===== config.mk =====
export PLATFORM = sky130hd
export DESIGN_NAME = mem_arbiter
export DESIGN_NICKNAME = d
export VERILOG_FILES = /design/src/rtl/mem_arb_pkg.sv /design/src/rtl/mem_arbiter_rr_pick2.sv /design/src/rtl/mem_arbiter.sv
export SDC_FILE = /design/constraint.sdc
export NUM_CORES = 1
export LEC_CHECK = 0
export ABC_AREA = 1
export BUFFER_PORTS_ARGS = -buffer_cell sky130_fd_sc_hd__buf_2
export CORE_AREA = 2 2 136 138
export CTS_CLUSTER_DIAMETER = 60
export DETAILED_ROUTE_END_ITERATION = 8
export DIE_AREA = 0 0 138 140
export PLACE_DENSITY = 0.4
export SLEW_MARGIN = 10
export SYNTH_ARGS = -nofsm -noshare
export SYNTH_HDL_FRONTEND = slang
export SYNTH_SLANG_ARGS = --single-unit

===== constraint.sdc =====
create_clock -name clk_i -period 2.5 [get_ports clk_i]
set_input_delay 0.5 -clock clk_i [delete_from_list [all_inputs] [get_ports clk_i]]
set_output_delay 0.5 -clock clk_i [all_outputs]
set_load 0.01 [all_outputs]

===== src/rtl/mem_arb_pkg.sv =====
// Shared types and constants for the two-master data-port arbiter.
package mem_arb_pkg;

    typedef enum logic [0:0] {
        ARB_IDLE    = 1'b0,
        ARB_WR_WAIT = 1'b1
    } arb_state_e;

    localparam logic ARB_M_CPU    = 1'b0;
    localparam logic ARB_M_LOADER = 1'b1;

    // Same encodings as the MEM_ACCESS_* defines in const.v, mirrored here
    // so that SystemVerilog users of the arbiter can name access sizes.
    localparam logic [1:0] MEM_ACCESS_BYTE = 2'b00;
    localparam logic [1:0] MEM_ACCESS_HALF = 2'b01;
    localparam logic [1:0] MEM_ACCESS_WORD = 2'b10;

endpackage


===== src/rtl/mem_arbiter_rr_pick2.sv =====
// Two-way round-robin pick. On a conflict the master that was not granted
// last wins; otherwise the sole requester is picked. Holds no state.
module rr_pick2 (
    input  logic [1:0] req_i,
    input  logic       last_i,
    output logic       valid_o,
    output logic       pick_o
);

    // Winner selection from the request pair and the previous winner.
    always_comb begin
        valid_o = |req_i;
        if (req_i == 2'b11) begin
            pick_o = ~last_i;
        end else begin
            pick_o = req_i[1];
        end
    end

endmodule


===== src/rtl/mem_arbiter.sv =====
// Arbitrates the CPU load/store path (master 0) and the USB loader/debug
// master (master 1) onto the single mem_control data port.
//
// state       | meaning
// ------------+-------------------------------------------------------------
// ARB_IDLE    | arbitrate; reads and ready writes complete in one cycle
// ARB_WR_WAIT | port locked to owner_q until wr_ready or write timeout
module mem_arbiter
    import mem_arb_pkg::*;
#(
    parameter int WR_TIMEOUT = 15
) (
    input  logic        clk_i,
    input  logic        rstn_i,

    input  logic        m0_req_i,
    input  logic        m0_we_i,
    input  logic [1:0]  m0_acc_i,
    input  logic        m0_sext_i,
    input  logic [31:0] m0_addr_i,
    input  logic [31:0] m0_wdata_i,
    output logic        m0_gnt_o,
    output logic        m0_err_o,
    output logic        m0_rvalid_o,
    output logic [31:0] m0_rdata_o,

    input  logic        m1_req_i,
    input  logic        m1_we_i,
    input  logic [1:0]  m1_acc_i,
    input  logic        m1_sext_i,
    input  logic [31:0] m1_addr_i,
    input  logic [31:0] m1_wdata_i,
    output logic        m1_gnt_o,
    output logic        m1_err_o,
    output logic        m1_rvalid_o,
    output logic [31:0] m1_rdata_o,

    output logic        mem_r_en_o,
    output logic        mem_sext_o,
    output logic [1:0]  mem_acc_r_o,
    output logic [31:0] mem_addr_r_o,

    output logic        mem_wr_en_o,
    output logic [1:0]  mem_acc_w_o,
    output logic [31:0] mem_addr_w_o,
    output logic [31:0] mem_data_w_o,

    input  logic [31:0] mem_data_r_i,
    input  logic        mem_wr_ready_i
);

    // A zero timeout still needs a one-bit counter to keep the RTL legal.
    localparam int              CNT_W   = (WR_TIMEOUT > 0) ? $clog2(WR_TIMEOUT + 1) : 1;
    localparam logic [CNT_W-1:0] CNT_SAT = (WR_TIMEOUT > 0) ? CNT_W'(WR_TIMEOUT) : '1;
    localparam bit              TO_EN   = (WR_TIMEOUT != 0);

    arb_state_e       state_q, state_d;
    logic             owner_q, owner_d;
    logic             last_q, last_d;
    logic [CNT_W-1:0] cnt_q, cnt_d;
    logic             rsp_valid_q, rsp_valid_d;
    logic             rsp_owner_q, rsp_owner_d;

    logic [1:0]  req_v;
    logic        pick_valid;
    logic        pick;
    logic        sel;
    logic        sel_we;
    logic        sel_sext;
    logic [1:0]  sel_acc;
    logic [31:0] sel_addr;
    logic [31:0] sel_wdata;
    logic [1:0]  gnt_v;
    logic [1:0]  err_v;
    logic [1:0]  rvalid_v;
    logic [31:0] cnt_ext;
    logic        timeout_hit;

    assign req_v = {m1_req_i, m0_req_i};

    rr_pick2 u_pick (
        .req_i   (req_v),
        .last_i  (last_q),
        .valid_o (pick_valid),
        .pick_o  (pick)
    );

    // While locked, the owner's payload drives the port regardless of requests.
    assign sel = (state_q == ARB_WR_WAIT) ? owner_q : pick;

    // Payload mux for the master currently driving the memory port.
    always_comb begin
        if (sel) begin
            sel_we    = m1_we_i;
            sel_sext  = m1_sext_i;
            sel_acc   = m1_acc_i;
            sel_addr  = m1_addr_i;
            sel_wdata = m1_wdata_i;
        end else begin
            sel_we    = m0_we_i;
            sel_sext  = m0_sext_i;
            sel_acc   = m0_acc_i;
            sel_addr  = m0_addr_i;
            sel_wdata = m0_wdata_i;
        end
    end

    // cnt_q counts WR_WAIT cycles; the issuing IDLE cycle is the extra +1.
    assign cnt_ext     = 32'(cnt_q);
    assign timeout_hit = TO_EN && ((cnt_ext + 32'd1) >= 32'(WR_TIMEOUT));

    // Next-state, grants and memory-port drive; outputs held at 0 in reset.
    always_comb begin
        state_d      = state_q;
        owner_d      = owner_q;
        last_d       = last_q;
        cnt_d        = cnt_q;
        rsp_valid_d  = 1'b0;
        rsp_owner_d  = rsp_owner_q;
        gnt_v        = 2'b00;
        err_v        = 2'b00;
        mem_r_en_o   = 1'b0;
        mem_sext_o   = 1'b0;
        mem_acc_r_o  = 2'b00;
        mem_addr_r_o = 32'h0;
        mem_wr_en_o  = 1'b0;
        mem_acc_w_o  = 2'b00;
        mem_addr_w_o = 32'h0;
        mem_data_w_o = 32'h0;
        if (rstn_i) begin
            unique case (state_q)
                ARB_IDLE: begin
                    if (pick_valid) begin
                        last_d = pick;
                        if (!sel_we) begin
                            mem_r_en_o   = 1'b1;
                            mem_sext_o   = sel_sext;
                            mem_acc_r_o  = sel_acc;
                            mem_addr_r_o = sel_addr;
                            gnt_v[pick]  = 1'b1;
                            rsp_valid_d  = 1'b1;
                            rsp_owner_d  = pick;
                        end else begin
                            mem_wr_en_o  = 1'b1;
                            mem_acc_w_o  = sel_acc;
                            mem_addr_w_o = sel_addr;
                            mem_data_w_o = sel_wdata;
                            if (mem_wr_ready_i) begin
                                gnt_v[pick] = 1'b1;
                            end else begin
                                state_d = ARB_WR_WAIT;
                                owner_d = pick;
                                cnt_d   = '0;
                            end
                        end
                    end
                end
                ARB_WR_WAIT: begin
                    if (timeout_hit) begin
                        gnt_v[owner_q] = 1'b1;
                        err_v[owner_q] = 1'b1;
                        state_d        = ARB_IDLE;
                    end else begin
                        mem_wr_en_o  = 1'b1;
                        mem_acc_w_o  = sel_acc;
                        mem_addr_w_o = sel_addr;
                        mem_data_w_o = sel_wdata;
                        if (mem_wr_ready_i) begin
                            gnt_v[owner_q] = 1'b1;
                            state_d        = ARB_IDLE;
                        end else if (cnt_q != CNT_SAT) begin
                            cnt_d = cnt_q + CNT_W'(1);
                        end
                    end
                end
                default: state_d = ARB_IDLE;
            endcase
        end
    end

    // Read response routing: data arrives the cycle after mem_r_en_o.
    always_comb begin
        rvalid_v   = 2'b00;
        m0_rdata_o = 32'h0;
        m1_rdata_o = 32'h0;
        if (rsp_valid_q) begin
            rvalid_v[rsp_owner_q] = 1'b1;
            if (rsp_owner_q) begin
                m1_rdata_o = mem_data_r_i;
            end else begin
                m0_rdata_o = mem_data_r_i;
            end
        end
    end

    assign m0_gnt_o    = gnt_v[0];
    assign m1_gnt_o    = gnt_v[1];
    assign m0_err_o    = err_v[0];
    assign m1_err_o    = err_v[1];
    assign m0_rvalid_o = rvalid_v[0];
    assign m1_rvalid_o = rvalid_v[1];

    // State, lock owner, fairness pointer, timeout counter and response tag.
    always_ff @(posedge clk_i or negedge rstn_i) begin
        if (!rstn_i) begin
            state_q     <= ARB_IDLE;
            owner_q     <= ARB_M_CPU;
            last_q      <= ARB_M_LOADER;
            cnt_q       <= '0;
            rsp_valid_q <= 1'b0;
            rsp_owner_q <= ARB_M_CPU;
        end else begin
            state_q     <= state_d;
            owner_q     <= owner_d;
            last_q      <= last_d;
            cnt_q       <= cnt_d;
            rsp_valid_q <= rsp_valid_d;
            rsp_owner_q <= rsp_owner_d;
        end
    end

endmodule

Word-level counts from Yosys, hierarchy flattened:

Cells that the tools add are included.

* memories: 0
* ROM bits: 0
* logic and storage cells: 111
* flip-flop bits (word level): 9
* memory bits (writable): 0
* bits in latches: 0
* output and inout port bits: 173
* bits of input ports: 173

* bitwise gates (word level): 4
* divide/modulo/power cells: 0
* eq/ne operators: 8
* multiplexer cells: 76
* shifts and indexed selects: 0
* add/subtract/negate cells: 2
* multiply operators: 0
* reductions and logical operators: 8
* magnitude comparators: 7

Operator list (number)
* 32-bit two-way mux: 18
* 32-bit one-hot mux with 2 select lines: 2
* 2-bit two-way mux: 19
* 4-bit two-way mux: 6
* 1-bit two-way mux: 23
* 2-bit inequality test (second input constant): 5
* 2-bit one-hot mux with 2 select lines: 2
* 4-bit one-hot mux with 2 select lines: 1
* 7-bit AND reduction: 1
* 1-bit by 2-bit less-than comparator with 1-bit output (second input constant): 3
* 4-bit by 1-bit adder with 5-bit output (second input constant): 1
* 5-bit by 4-bit greater-or-equal comparator with 1-bit output (second input constant): 1
* 5-bit AND reduction: 1
* 4-bit by 1-bit adder with 4-bit output (second input constant): 1
* 4-bit inequality test (second input constant): 1
* 1-bit NOT: 4
* 1-bit one-hot mux with 2 select lines: 2
* 4-bit AND reduction: 1
* 1-bit demux with 1-bit select: 3
* 1-bit greater-or-equal comparator (second input constant): 3
* 1-bit logical AND: 3
* 3-bit AND reduction: 1
* 2-bit equality test (second input constant): 1
* 2-bit by 1-bit inequality test with 1-bit output (second input constant): 1
* 2-bit OR reduction: 1

Longest topological paths before layout:

* depth after elaboration: 11
* mapped depth: 12
* depth with buffers taken out: 11

Cells and area by module:

A second synthesis with hierarchy kept.

* cell total of the unflattened synthesis: 387
* area, all modules: 2169.6 µm²

By module, submodules not included
* mem_arbiter: seq. area each 226.5 µm², area an instance 2154.6 µm², instances 1, cells an instance 384
* rr_pick2: seq. area each 0.0 µm², area an instance 15.0 µm², instances 1, cells an instance 3

Least setup slack after synthesis:

Ideal clock, no wire load.

* path type: reg-to-output
* from: register cnt_q[0]
* to: output mem_data_w_o[22]
* arrival time: 1.606 ns
* slack: 0.394 ns
* data required time: 2.000 ns
* path buffers: 2
* cell stages (with the launch flop): 13
* cell sequence: dfrtp_1 > inv_1 > ha_1 > nor2_1 > nor2_1 > nor2_1 > nand2_1 > nand2_1 > nand2_1 > nand3_2 > buf_6 > buf_6 > nor2_2

* longest elaborated chain between the ends: 5

RTL lines
* start: declaration: line mem_arbiter.sv:60 `logic [CNT_W-1:0] cnt_q, cnt_d;`
* start signal: assignment: line mem_arbiter.sv:216 `cnt_q <= cnt_d;`
* 4-bit by 1-bit adder with 5-bit output: line mem_arbiter.sv:110 `assign timeout_hit = TO_EN && ((cnt_ext + 32'd1) >= 32'(WR_TIMEOUT));`
* 5-bit by 4-bit greater-or-equal comparator with 1-bit output: line mem_arbiter.sv:110
* 32-bit two-way mux: line mem_arbiter.sv:159 `if (timeout_hit) begin`
* 32-bit one-hot mux with 2 select lines: line mem_arbiter.sv:131 `unique case (state_q)`
* 32-bit two-way mux: line mem_arbiter.sv:130 `if (rstn_i) begin`
* end: declaration: line mem_arbiter.sv:46 `output logic [31:0] mem_data_w_o,`

Every way passes these cells.

Final worst setup path:

* from: register cnt_q[1]
* to: output mem_data_w_o[9]

Same word-level chain as after synthesis.

==> metrics.md <==
| Metric | Value |
|---|---|
| Status | `complete, but fails checks` |
| Failing checks | `setup timing` |
| Final net count | `923` |
| Worst setup startpoint | `cnt_q[1]` |
| Area share of fa/ha/maj cells after synthesis | `under 10%` |
| Setup ws final | `-0.0551 ns` |
| Number of port buffers | `about 350` |
| Complex-gate fraction of the synthesized area | `between 1.5 and 2%` |
| WL met1 | `approximately 5500 um` |
| Worst Setup End Kind | `primary output` |
| Clk_skew | `0.00391 ns` |
| Seq pwr share | `around a tenth` |
| Syn_nets | `about 570` |
| Hold Buf Count CTS | `0` |
| HPWL Detailed | `11200 um` |
| Slew @ Worst Pin | `between 0.4 and 0.5 ns` |
| Metal2 WL | `7320 um` |
| Critical Path Slowest Stage Cell | `dfrtp_2` |
| CTS sink cnt | `9` |
| Chip height | `140 um` |
| Detail Route Antenna Nets | `0` |
| Die width | `approximately 140 um` |
| R2r worst-path depth | `11` |
| Die Area | `between 15000 and 20000 um^2` |
| Starting Density | `about an eighth` |
| Post-synthesis xor/xnor area fraction | `0%` |
| Initial antenna violation count | `3` |
| DRT iter0 DRCs | `100` |
| Post-Synthesis Cell Area | `2290 um^2` |
| Pleak | `0.00314 uW` |
| Final setup viols | `27` |
| Critical setup path kind | `flip-flop to primary output` |
| Worst path bufs/invs | `4` |
| Clock-pin slew on the worst setup and hold paths | `0.04 ns` |
| Post-route cell area | `just over 5000 um^2` |
| Dpl cell area | `roughly 4300 um^2` |
| Post-synthesis mux area share | `just under 30%` |
| Slew margin rel. | `a little over two thirds` |
| Tot GR Track Use | `12.8%` |
| Post-route minimum period | `2.56 ns` |
| Slowest stage delay, CP | `around 0.44 ns` |
| Reg-to-Reg Start | `cnt_q[1]` |
| Largest net degree at the start of global routing | `34` |
| Area delta synth->final | `124%` |
| RD Place Congestion | `0.798` |
| Worst Path Max Fanout | `8` |
| 1st-pass router iterations | `6` |
| Worst vdd ir | `about 0.17 mV` |
| WL/cell | `roughly 14 um` |
| Cell Pwr Density | `~420 nW/um^2` |
| Clock Power Share | `13.4%` |
| Syn Area/Cell | `a little under 6 um^2` |
| Data arrival, critical path | `between 2 and 2.5 ns` |
| Logic pwr share | `76.4%` |
| Final core utilization | `~29%` |
| Share of cells above drive strength 1 | `60.1%` |
| Psw | `roughly 1000 uW` |
| Root buf cell | `clkbuf_16` |
| Final hold vios | `0` |
| Vias per inst | `about 3.9` |
| Unique masters post-synth | `21` |
| Net Sw Frac | `~45%` |
| Stages on the worst setup path | `13` |
| Worst path cell trace | `ha_4, nor2_2, nor2_1, nor2_1, nand2_1, nand2_2, nand2_4, nand3_4, buf_12, buf_12, buf_16, nor2_4, buf_6` |
| Htree depth | `1` |
| Yosys warning count | `0` |
| Tightest Hold Check Type | `input port to async pin` |
| Max Fclk | `~0.39 GHz` |
| First-pass GRT wire length | `19900 um` |
| Max Cap Viol | `0` |
| Core area | `17800 um^2` |
| Period utilization | `102%` |
| Clk_lat worst skew | `approximately 0.24 ns` |
| Top Layer Used | `met5` |
| Vias in the first global route | `roughly 3800` |
| # DRC | `0` |
| Seq/Total Area, Yosys | `between 9 and 10%` |
| Req. time, crit path | `roughly 2 ns` |
| Number of synthesized register bits | `9` |
| RSZ-0062 raised after global routing | `yes` |
| Main combinational cell family by area after synthesis | `simple AND/OR/NAND/NOR gates` |
| IO Pins | `about 350` |
| Rows | `49` |
| Simple-gate area share of the yosys netlist | `41.9%` |
| CTS tree | `yes` |
| Slew Viols, Final | `0` |
| Vias | `~3800` |
| Cell count after synthesis | `390` |
| Total grt overflow | `0` |
| Internal power | `1200 uW` |
| Met3 wire len | `approximately 1200 um` |
| Num CTS Buffers | `3` |
| Detailed Route WL | `between 10000 and 15000 um` |
| Largest delay share family, worst path | `simple AND/OR/NAND/NOR gates` |
| CTS Buffer Depth | `2` |
| Crit path launch type | `flip-flop` |
power groups by stage:
| stage | logic [uW] | clock network (uW) | registers, uW |
|---|---|---|---|
| after floorplan | 758 | 0 | 207 |
| after detailed placement | 1260 | 0 | 219 |
| after global routing | 1800 | 306 | 228 |
| after global placement | 1270 | 0 | 219 |
| final | 1660 | 291 | 223 |
| after CTS | 1460 | 299 | 216 |
cells in the mapped netlist:
cell type	count	area, um^2
nand3_2	2	20.0
buf_6	7	78.8
nand3_1	6	30.0
nand4_1	6	37.5
buf_2	9	45.0
inv_1	51	191
buf_4	3	22.5
inv_2	3	11.3
nor3_1	1	5.00
dfrtp_1	8	200
a21oi_1	2	10.0
nand2_1	32	120
clkbuf_1	7	26.3
dfstp_2	1	26.3
nor2_2	29	181
nor4_1	1	6.26
mux2i_1	66	661
o21ai_0	6	30.0
ha_1	2	25.0
nor2_1	147	552
nand2_2	1	6.26
cell usage in the layout (no fill, tap or decap), types with 7 or more instances in the layout:
cell type / instances
buf_12: 7
buf_2: 323
buf_4: 18
buf_6: 22
inv_1: 50
mux2i_1: 54
mux2i_2: 7
nand2_1: 28
nor2_1: 139
nor2_2: 16
nor2_4: 21
flip-flops by register name, summed over array words and instances, names as in the netlist:
| register | cells |
|---|---|
| cnt_q | 4 |
| last_q | 1 |
| owner_q | 1 |
| rsp_owner_q | 1 |
| rsp_valid_q | 1 |
| state_q | 1 |
final timing paths:
| check | to | slack [ns] |
|---|---|---|
| worst max-delay path | mem_data_w_o[9] | -0.06 |
| worst min-delay path | cnt_q[2] | 0.28 |
| worst max register to register | cnt_q[2] | 0.84 |
| worst min register to register | last_q | 0.50 |
| max in group asynchronous | last_q | 1.98 |
| min in group clk_i | last_q | 0.50 |
routing by layer:
metal  up-vias  GRT usage (%)
li1       1915              -
met1      1644           14.1
met2       240           25.1
met3        13           2.43
met4         2           2.95
met5         -              0
cell families (layout without fill, tap and decap cells):
kind of cell | after synthesis | after routing
DFF | 9 | 9
adders and majority gates | 2 | 2
muxes | 66 | 66
and+or+nand+nor | 225 | 225
other | 0 | 2
buffers and inverters | 80 | 437
AOI/OAI and AO/OA | 8 | 8
timing repair:
item	4_1_cts	5_1_grt
buffers inserted	12	2
pin swaps	4	5
hold endpoints to repair	0	0
cloned	5	2
resized for setup	22	69
setup endpoints to repair	71	81
area by class of cell:
type                            count  area (um^2)
Antenna cell                        2         5.00
Clock buffer                        4         78.8
Fill cell                        2000        12700
Inverter                           54          208
Multi-Input combinational cell    301         1950
Sequential cell                     9          229
Tap cell                          229          287
Timing Repair Buffer              379         2370
stage by stage:
| stage | worst slack (ns) | hold WS [ns] | cells | TNS [ns] | total power, uW |
|---|---|---|---|---|---|
| finish | -0.0551 | 0.279 | 978 | -0.823 | 2170 |
| global route | -0.191 | 0.297 | 977 | -9.73 | 2330 |
| CTS | -0.0806 | 0.287 | 972 | -2.79 | 1970 |
| detailed placement | 0.0708 | 0.494 | 951 | 0 | 1480 |
| global placement | 0.0528 | 0.484 | 951 | 0 | 1490 |
| floorplan | 0.394 | 0.204 | 390 | 0 | 965 |
Note: power is estimated with default switching activity, not from simulation.
